`src/rtl/bus_arbiter.sv`:
```
// bus_arbiter: three-requester memory bus arbiter with a grant watchdog.
// Requester 1 = page walker, 2 = instruction/data fetch, 3 = store write-back.
// Optional feature macro: BUS_ARB_ROUND_ROBIN_EN
//   defined   -> round-robin arbitration starting at a rotating pointer
//   undefined -> fixed priority 1 > 2 > 3 (no pointer state at all)
// All outputs come straight from flops; nothing combinational reaches a port.
module bus_arbiter #(
   parameter int GRANT_WAIT = 16
) (
   input  logic       clk,
   input  logic       reset,
   input  logic       bus_reqcyc1,
   input  logic       bus_reqcyc2,
   input  logic       bus_reqcyc3,
   input  logic       bus_busy,
   output logic       bus_grant1,
   output logic       bus_grant2,
   output logic       bus_grant3,
   output logic [1:0] out_owner,
   output logic       out_timeout
);

   typedef enum logic [1:0] {
      IDLE  = 2'd0,
      GRANT = 2'd1,
      BUSY  = 2'd2
   } arbState_t;

   localparam logic [7:0] WAIT_LIMIT = 8'(GRANT_WAIT - 1);

   arbState_t  state_q, state_d;
   logic [1:0] owner_q, owner_d;
   logic [2:0] grant_q, grant_d;
   logic       timeout_q, timeout_d;
   logic [7:0] waitCnt_q, waitCnt_d;
   logic [2:0] reqVec;
   logic [1:0] pick;
   logic       ownerReq;
   logic       release_c;

`ifdef BUS_ARB_ROUND_ROBIN_EN
   logic [1:0] ptr_q, ptr_d;
`endif

   assign reqVec = {bus_reqcyc3, bus_reqcyc2, bus_reqcyc1};

   // Choose the winning requester from the requests present at this edge.
   always_comb begin
      pick = 2'd0;
`ifdef BUS_ARB_ROUND_ROBIN_EN
      case (ptr_q)
         2'd2: begin
            if (reqVec[1])      pick = 2'd2;
            else if (reqVec[2]) pick = 2'd3;
            else if (reqVec[0]) pick = 2'd1;
         end
         2'd3: begin
            if (reqVec[2])      pick = 2'd3;
            else if (reqVec[0]) pick = 2'd1;
            else if (reqVec[1]) pick = 2'd2;
         end
         default: begin
            if (reqVec[0])      pick = 2'd1;
            else if (reqVec[1]) pick = 2'd2;
            else if (reqVec[2]) pick = 2'd3;
         end
      endcase
`else
      if (reqVec[0])      pick = 2'd1;
      else if (reqVec[1]) pick = 2'd2;
      else if (reqVec[2]) pick = 2'd3;
`endif
   end

   // Is the current owner still asserting its request line?
   always_comb begin
      case (owner_q)
         2'd1:    ownerReq = bus_reqcyc1;
         2'd2:    ownerReq = bus_reqcyc2;
         2'd3:    ownerReq = bus_reqcyc3;
         default: ownerReq = 1'b0;
      endcase
   end

   // Next-state logic: grant, hold through the transfer, release or time out.
   // A busy bus always beats both a dropped request and the watchdog, and a
   // dropped request beats the watchdog so a voluntary release never pulses.
   always_comb begin
      state_d   = state_q;
      owner_d   = owner_q;
      waitCnt_d = waitCnt_q;
      timeout_d = 1'b0;
      release_c = 1'b0;
      case (state_q)
         IDLE: begin
            owner_d   = 2'd0;
            waitCnt_d = 8'd0;
            if (!bus_busy && (pick != 2'd0)) begin
               state_d = GRANT;
               owner_d = pick;
            end
         end
         GRANT: begin
            if (bus_busy) begin
               state_d = BUSY;
            end else if (!ownerReq) begin
               release_c = 1'b1;
            end else if (waitCnt_q == WAIT_LIMIT) begin
               release_c = 1'b1;
               timeout_d = 1'b1;
            end else begin
               waitCnt_d = waitCnt_q + 8'd1;
            end
         end
         BUSY: begin
            if (!bus_busy) begin
               release_c = 1'b1;
            end
         end
         default: begin
            state_d = IDLE;
            owner_d = 2'd0;
         end
      endcase
      if (release_c) begin
         state_d   = IDLE;
         owner_d   = 2'd0;
         waitCnt_d = 8'd0;
      end
   end

   // One-hot grant decoded from the next owner so the grant flops track it.
   always_comb begin
      grant_d = 3'b000;
      case (owner_d)
         2'd1:    grant_d = 3'b001;
         2'd2:    grant_d = 3'b010;
         2'd3:    grant_d = 3'b100;
         default: grant_d = 3'b000;
      endcase
   end

`ifdef BUS_ARB_ROUND_ROBIN_EN
   // Pointer moves to the requester after the one that just gave up the bus.
   always_comb begin
      ptr_d = ptr_q;
      if (release_c) begin
         ptr_d = (owner_q == 2'd3) ? 2'd1 : owner_q + 2'd1;
      end
   end

   // Round-robin pointer register; requester 1 is searched first after reset.
   always_ff @(posedge clk) begin
      if (reset) begin
         ptr_q <= 2'd1;
      end else begin
         ptr_q <= ptr_d;
      end
   end
`endif

   // Main state and output registers with synchronous reset.
   always_ff @(posedge clk) begin
      if (reset) begin
         state_q   <= IDLE;
         owner_q   <= 2'd0;
         grant_q   <= 3'b000;
         timeout_q <= 1'b0;
         waitCnt_q <= 8'd0;
      end else begin
         state_q   <= state_d;
         owner_q   <= owner_d;
         grant_q   <= grant_d;
         timeout_q <= timeout_d;
         waitCnt_q <= waitCnt_d;
      end
   end

   assign bus_grant1  = grant_q[0];
   assign bus_grant2  = grant_q[1];
   assign bus_grant3  = grant_q[2];
   assign out_owner   = owner_q;
   assign out_timeout = timeout_q;

endmodule

```
`config.mk`:
```
export PLATFORM = sky130hd
export DESIGN_NAME = bus_arbiter
export DESIGN_NICKNAME = d
export VERILOG_FILES = /design/src/rtl/bus_arbiter.sv
export SDC_FILE = /design/constraint.sdc
export NUM_CORES = 1
export LEC_CHECK = 0
export CAP_MARGIN = 5
export CELL_PAD_IN_SITES_DETAIL_PLACEMENT = 0
export CELL_PAD_IN_SITES_GLOBAL_PLACEMENT = 1
export CORE_MARGIN = 4
export CORE_UTILIZATION = 42
export CTS_BUF_LIST = sky130_fd_sc_hd__clkbuf_16
export DETAILED_ROUTE_END_ITERATION = 10
export GPL_ROUTABILITY_DRIVEN = 0
export PLACE_DENSITY_LB_ADDON = 0.1
export SYNTH_ARGS = -nofsm -noshare
export SYNTH_HDL_FRONTEND = slang
export SYNTH_SLANG_ARGS = --single-unit
export TNS_END_PERCENT = 50
```
`constraint.sdc`:
```
create_clock -name clk -period 3.1 [get_ports clk]
set_input_delay 0.62 -clock clk [delete_from_list [all_inputs] [get_ports clk]]
set_output_delay 0.62 -clock clk [all_outputs]
set_load 0.01 [all_outputs]
```
==> impl_metrics.env, run 1 <==
export IMPL_total_power_mw=0.7157
export IMPL_p_leak_nw=0.3671
export IMPL_yosysUniqueCellTypes=33
export IMPL_vias=789
export IMPL_cts_sinks=16
export IMPL_finalSetupViolCount=0
export IMPL_drt_wl_total_mm=1.807
export IMPL_htreeDepth=1
export IMPL_dpl_hpwl_mm=1.330
export IMPL_die_area_um2=2828
export IMPL_grt_ovfl_total=0
export IMPL_cp_start_kind="primary input"
export IMPL_layout_min_cycle_time_ps=2374
export IMPL_grtUsageTotal=0.1469
export IMPL_fillerInstances=190
export IMPL_path_clk_slew_ps=50
export IMPL_ff_latch_area_um2=320.3
export IMPL_min_period_over_period=0.7659
export IMPL_post_cts_setup_buffers=0
export IMPL_hold_buffers=0
export IMPL_cts_tree="done"
export IMPL_netlist_instances=98
export IMPL_finClkSkew_ps=1.032
export IMPL_num_rows=16
export IMPL_ys_warn_count=0
export IMPL_wire_per_inst_um=13.09
export IMPL_hold_class="reg2reg"
export IMPL_hold_viol_final=0
export IMPL_synth_edf_count=0
export IMPL_ctsResizeCount=0
export IMPL_worst_slew_pin_transition_ps=714.2
export IMPL_first_pass_iters=4
export IMPL_postRouteAntennaNets=0
export IMPL_layout_drive_gt1_share=0.09009
export IMPL_die_x_um=53.18
export IMPL_fmax_mhz=421.2
export IMPL_rsz0062_at_grt="no"
export IMPL_powerDensity_nw_per_um2=663.6
export IMPL_fin_setup_tns_ps=0
export IMPL_antenna_found_initial=0
export IMPL_core_um2=1942
export IMPL_drc=0
export IMPL_critical_path_class="in2reg"
export IMPL_async_reset_ff_frac=0
export IMPL_drv_slew=0
export IMPL_max_cap_viol_count=0
export IMPL_grt_pass1_wl_mm=2.932
export IMPL_ys_seq_area_frac=0.3737
export IMPL_multi_input_area_um2=501.7
export IMPL_cp_max_fo=17
export IMPL_syn2layout_area_growth_pct=25.84
export IMPL_antenna_cells=0
export IMPL_crit_path_end_kind="register"
export IMPL_cts_buffers=3
export IMPL_syn_area_per_cell_um2=8.746
export IMPL_clockBufferDepth=2
export IMPL_relSlewSlack=0.5229
export IMPL_viasPerCell=5.717
export IMPL_grt_pass1_vias=695
export IMPL_port_buffers=11
export IMPL_grt_max_degree=18
export IMPL_synth_nets=109
export IMPL_ios=12
export IMPL_ys_flop_type="dfxtp_1"
export IMPL_max_vdd_ir_drop_v=0.0003765
export IMPL_synth_seq_cells=16
export IMPL_start_util=0.4414
export IMPL_cts_root_buf="clkbuf_16"
export IMPL_drt_iter0_markers=5
export IMPL_crit_arrival_ps=2550
export IMPL_utilization=0.5554
export IMPL_clock_latency_ps=250
export IMPL_synth_area_um2=857.1
export IMPL_required_ps=3270
export IMPL_status="complete, no violations"
export IMPL_die_h_um=53.18
export IMPL_nNetsFinal=123
==> final cells by class <==
type | instances | area share
sequential | 16 | 0.2970
clock buffer | 3 | 0.06961
clock inverter | 1 | 0.003480
timing repair buffer | 13 | 0.1160
multi-input combinational | 73 | 0.4652
tap | 27 | 0.03132
inverter | 5 | 0.01740
==> path summary, 6_finish.rpt <==
kind,startpoint,to,slack [ps],depth (start not counted)
hold reg to reg,waitCnt_q[7],waitCnt_q[7],500,2
setup / recovery,bus_reqcyc1,waitCnt_q[7],730,5
setup reg to reg,state_q[1],waitCnt_q[7],1130,6
hold / removal,waitCnt_q[7],waitCnt_q[7],500,2
==> power by group <==
group          total (mW)  switching (mW)  internal, mW
Combinational       0.219           0.123        0.0967
Clock               0.251          0.0803         0.171
Sequential          0.245          0.0178         0.227
==> state kept, by name, summed over array words and instances (netlist names) <==
signal / cells
grant_q: 3
out_owner: 2
out_timeout: 1
state_q: 2
waitCnt_q: 8
==> kinds of logic after synthesis <==
group	after synthesis	share of synthesized area
simple gates	36	0.2584
flops	16	0.3737
fa+ha+maj	5	0.07299
mux	1	0.01168
buf+inv	9	0.04087
compound gates	31	0.2423
==> Yosys cell counts (all sizes together) (4+ instances only) <==
| library cell | instances | share of area |
|---|---|---|
| o21ai | 7 | 0.041 |
| ha | 5 | 0.073 |
| a211oi | 7 | 0.073 |
| dfxtp | 16 | 0.37 |
| inv | 5 | 0.022 |
| nand3 | 4 | 0.023 |
| o31ai | 5 | 0.044 |
| nand2 | 5 | 0.022 |
| or4 | 4 | 0.035 |
| a21oi | 7 | 0.041 |
==> placed cells by master (no fill, tap or decap), types with 4 or more instances in the layout <==
master and n:
a21oi_1 7, ha_1 5, clkdlybuf4s50_1 11, o31ai_1 5
o21ai_0 7, or4_1 4, inv_1 5, nand3_1 4
dfxtp_1 16, nand2_1 5, a211oi_1 5
==> metal layers <==
layer | routed length [um] | global-route usage
met1 | 846 | 0.1587
met2 | 827 | 0.2521
met3 | 97 | 0.04507
met4 | 36 | 0.08085
met5 | 0 | 0
==> worst max-delay path: stages <==
cell and delay [ps]:
clkdlybuf4s50_1 550, mux2i_1 120, a211o_1 480, or4_1 570, a211oi_2 210
==> through the flow <==
step / area (um^2) / instances / setup slack (ps) / hold slack, ps
2_1_floorplan: 857.1 / 98 / 1270 / 474.6
4_1_cts: 1079 / 138 / 728.7 / 499.9
3_5_place_dp: 999.7 / 134 / 484.4 / 493.0
6_report: 1079 / 138 / 725.6 / 500.2
3_3_place_gp: 999.7 / 134 / 509.0 / 482.9
5_1_grt: 1079 / 138 / 611.1 / 533.8
Power figures use the tool's default switching activity.
==> run 2, diff against run 1 <==
--- a/config.mk
+++ b/config.mk
@@ -9,7 +9,7 @@
 export CELL_PAD_IN_SITES_DETAIL_PLACEMENT = 0
 export CELL_PAD_IN_SITES_GLOBAL_PLACEMENT = 1
 export CORE_MARGIN = 4
-export CORE_UTILIZATION = 42
+export CORE_UTILIZATION = 35
 export CTS_BUF_LIST = sky130_fd_sc_hd__clkbuf_16
 export DETAILED_ROUTE_END_ITERATION = 10
 export GPL_ROUTABILITY_DRIVEN = 0
==> constraint.sdc (replaced) <==
create_clock -name clk -period 2 [get_ports clk]
set_input_delay 0.4 -clock clk [delete_from_list [all_inputs] [get_ports clk]]
set_output_delay 0.4 -clock clk [all_outputs]
set_load 0.01 [all_outputs]
==> run 2 against run 1 <==
Net effect: first-iteration DRC count grew to 4.6 times the previous value; wire length up 11%; largest cell class unchanged; critical path depth unchanged; register-to-register slack lost 980 ps; highest routed layer unchanged.
==> impl_metrics.env, run 2 (synthesis results as in run 1) <==
export IMPL_status="complete, no violations"
export IMPL_first_pass_iters=4
export IMPL_hold_viol_final=0
export IMPL_drt_iter0_markers=23
export IMPL_rsz0062_at_grt="no"
export IMPL_clkPwrFrac=0.330
export IMPL_min_period_over_period=0.9678
export IMPL_hold_depth=2
export IMPL_layout_min_cycle_time_ps=1936
export IMPL_nNetsFinal=135
export IMPL_fin_setup_tns_ps=0
export IMPL_final_cell_mix="dfxtp_1 (16), buf_4 (13), clkdlybuf4s50_1 (10), o21ai_0 (7), a21oi_1 (6)"
export IMPL_grt_ovfl_total=0
export IMPL_total_power_mw=1.180
export IMPL_min_to="waitCnt_q[7]"
export IMPL_critPathBufInv=1
export IMPL_finClkSkew_ps=0.8639
export IMPL_rr_endpoint="grant_q[1]"
export IMPL_cp_max_fo=7
export IMPL_slowest_stage="or4_1"
export IMPL_antenna_cells=0
export IMPL_drv_slew=0
export IMPL_ff2ff_path_depth=8
export IMPL_final_common_cell="dfxtp_1"
export IMPL_crit_arrival_ps=2110
export IMPL_cts_root_buf="clkbuf_16"
export IMPL_r2r_start="state_q[1]"
export IMPL_syn2layout_area_growth_pct=38.39
export IMPL_setup_worst_path_start="bus_reqcyc1"
export IMPL_grt_pass1_vias=806
export IMPL_layout_drive_gt1_share=0.2033
export IMPL_cts_tree="done"
export IMPL_clockBufferDepth=2
export IMPL_htreeDepth=1
export IMPL_relSlewSlack=0.6976
export IMPL_clock_latency_ps=250
export IMPL_switching_share=0.3097
export IMPL_top_regs="waitCnt_q: 8 flops, grant_q: 3 flops"
export IMPL_viasPerCell=5.530
export IMPL_vias=835
export IMPL_dp_cells=145
export IMPL_p_int_mw=0.8146
export IMPL_fillerInstances=219
export IMPL_grt_max_degree=14
export IMPL_cp_start_kind="primary input"
export IMPL_num_rows=17
export IMPL_final_cells=151
export IMPL_p_comb_frac=0.346
export IMPL_fmax_mhz=516.6
export IMPL_p_seq_frac=0.324
export IMPL_drc=0
export IMPL_largest_register="waitCnt_q"
export IMPL_wire_per_inst_um=13.34
export IMPL_die_area_um2=3305
export IMPL_worst_slew_pin_transition_ps=452.7
export IMPL_path_clk_slew_ps=50
export IMPL_crit_family="compound AO/OA/AOI/OAI gates"
export IMPL_dpl_instance_area_um2=1076
export IMPL_path_cells="clkdlybuf4s50_1 > mux2i_2 > a211o_2 > or4_1 > a211oi_2"
export IMPL_largest_reg_flops=8
export IMPL_die_h_um=57.49
export IMPL_fin_area_um2=1186
export IMPL_die_x_um=57.49
export IMPL_critical_path_class="in2reg"
export IMPL_max_cap_viol_count=0
export IMPL_switching_power_mw=0.3655
export IMPL_ios=12
export IMPL_max_vdd_ir_drop_v=0.0005239
export IMPL_hold_class="reg2reg"
export IMPL_drt_wl_total_mm=2.014
export IMPL_port_buffers=11
export IMPL_cts_sinks=16
export IMPL_utilization=0.5212
export IMPL_core_um2=2276
export IMPL_required_ps=2170
export IMPL_cts_buffers=3
export IMPL_start_util=0.3766
export IMPL_crit_path_end_kind="register"
export IMPL_slowest_delay_ps=500
export IMPL_hp_start="waitCnt_q[7]"
export IMPL_dpl_hpwl_mm=1.456
export IMPL_grtUsageTotal=0.1290
export IMPL_antenna_found_initial=0
export IMPL_p_leak_nw=0.4324
export IMPL_postRouteAntennaNets=0
export IMPL_r2r_slack_ps=150
export IMPL_grt_pass1_wl_mm=3.332
export IMPL_finalSetupViolCount=0
export IMPL_powerDensity_nw_per_um2=994.9
[run 2: cell types whose count changed in the layout (fill, tap and decap cells not counted), sizes merged]
cell	before	now
a211o	1	2
clkdlybuf4s50	11	10
dlymetal6s2s	0	1
buf	2	13
[run 2: stage by stage]
step | hold slack [ps] | setup WS (ps)
2_1_floorplan | 474.6 | 195.0
3_3_place_gp | 490.0 | -253.4
3_5_place_dp | 497.4 | -292.4
4_1_cts | 502.4 | 20.60
5_1_grt | 539.9 | 7.160
6_report | 505.3 | 64.31
[run 2: worst max-delay path by stage]
stage                    to  depth (start not counted)
3_3_place_gp   waitCnt_q[7]                          5
5_1_grt        waitCnt_q[3]                          5
2_1_floorplan  waitCnt_q[3]                          6
3_5_place_dp   waitCnt_q[7]                          5
6_report       waitCnt_q[3]                          5
4_1_cts        waitCnt_q[7]                          5
[run 2: final cells by class]
type | instances | area (um^2) | share of cell area
clock buffers | 3 | 75.07 | 0.06329
well taps | 28 | 35.03 | 0.02954
repair buffers | 24 | 210.2 | 0.1772
clock inverters | 1 | 3.754 | 0.003165
multi-input cells | 74 | 523.0 | 0.4409
flip-flops and latches | 16 | 320.3 | 0.2700
inverters | 5 | 18.77 | 0.01582
[run 2: repair_timing]
action	4_1_cts	5_1_grt
gates cloned	0	1
hold buffers	0	0
endpoints found under the setup margin	1	1
setup buffers	0	1
gates resized for setup	1	4
pin swaps	1	2
[run 2: worst reg2reg max path, delay by kind of cell (launching register included)]
family	cells	cell delay, ps
fa+ha+maj	1	200
flops	1	360
compound gates	2	250
simple gates	2	560
buf+inv	3	380
[run 2: routing by layer]
layer | track usage | vias up | routed length [um]
li1 | - | 424 | -
met1 | 0.1456 | 390 | 936
met2 | 0.2177 | 16 | 925
met3 | 0.03620 | 5 | 108
met4 | 0.06954 | 0 | 42
met5 | 0 | - | 0
[run 2: power by group through the flow]
stage	clock network, mW	logic [mW]	registers, mW
2_1_floorplan	0	0.227	0.389
3_3_place_gp	0	0.393	0.384
3_5_place_dp	0	0.394	0.386
4_1_cts	0.403	0.397	0.379
5_1_grt	0.413	0.448	0.388
6_report	0.390	0.408	0.383
==> run 3, diff against run 2 <==
--- a/config.mk
+++ b/config.mk
@@ -5,6 +5,7 @@
 export SDC_FILE = /design/constraint.sdc
 export NUM_CORES = 1
 export LEC_CHECK = 0
+export ABC_AREA = 0
 export CAP_MARGIN = 5
 export CELL_PAD_IN_SITES_DETAIL_PLACEMENT = 0
 export CELL_PAD_IN_SITES_GLOBAL_PLACEMENT = 1
==> results of run 3 <==
Final layout, timing and power as in run 2 (identical DEF).
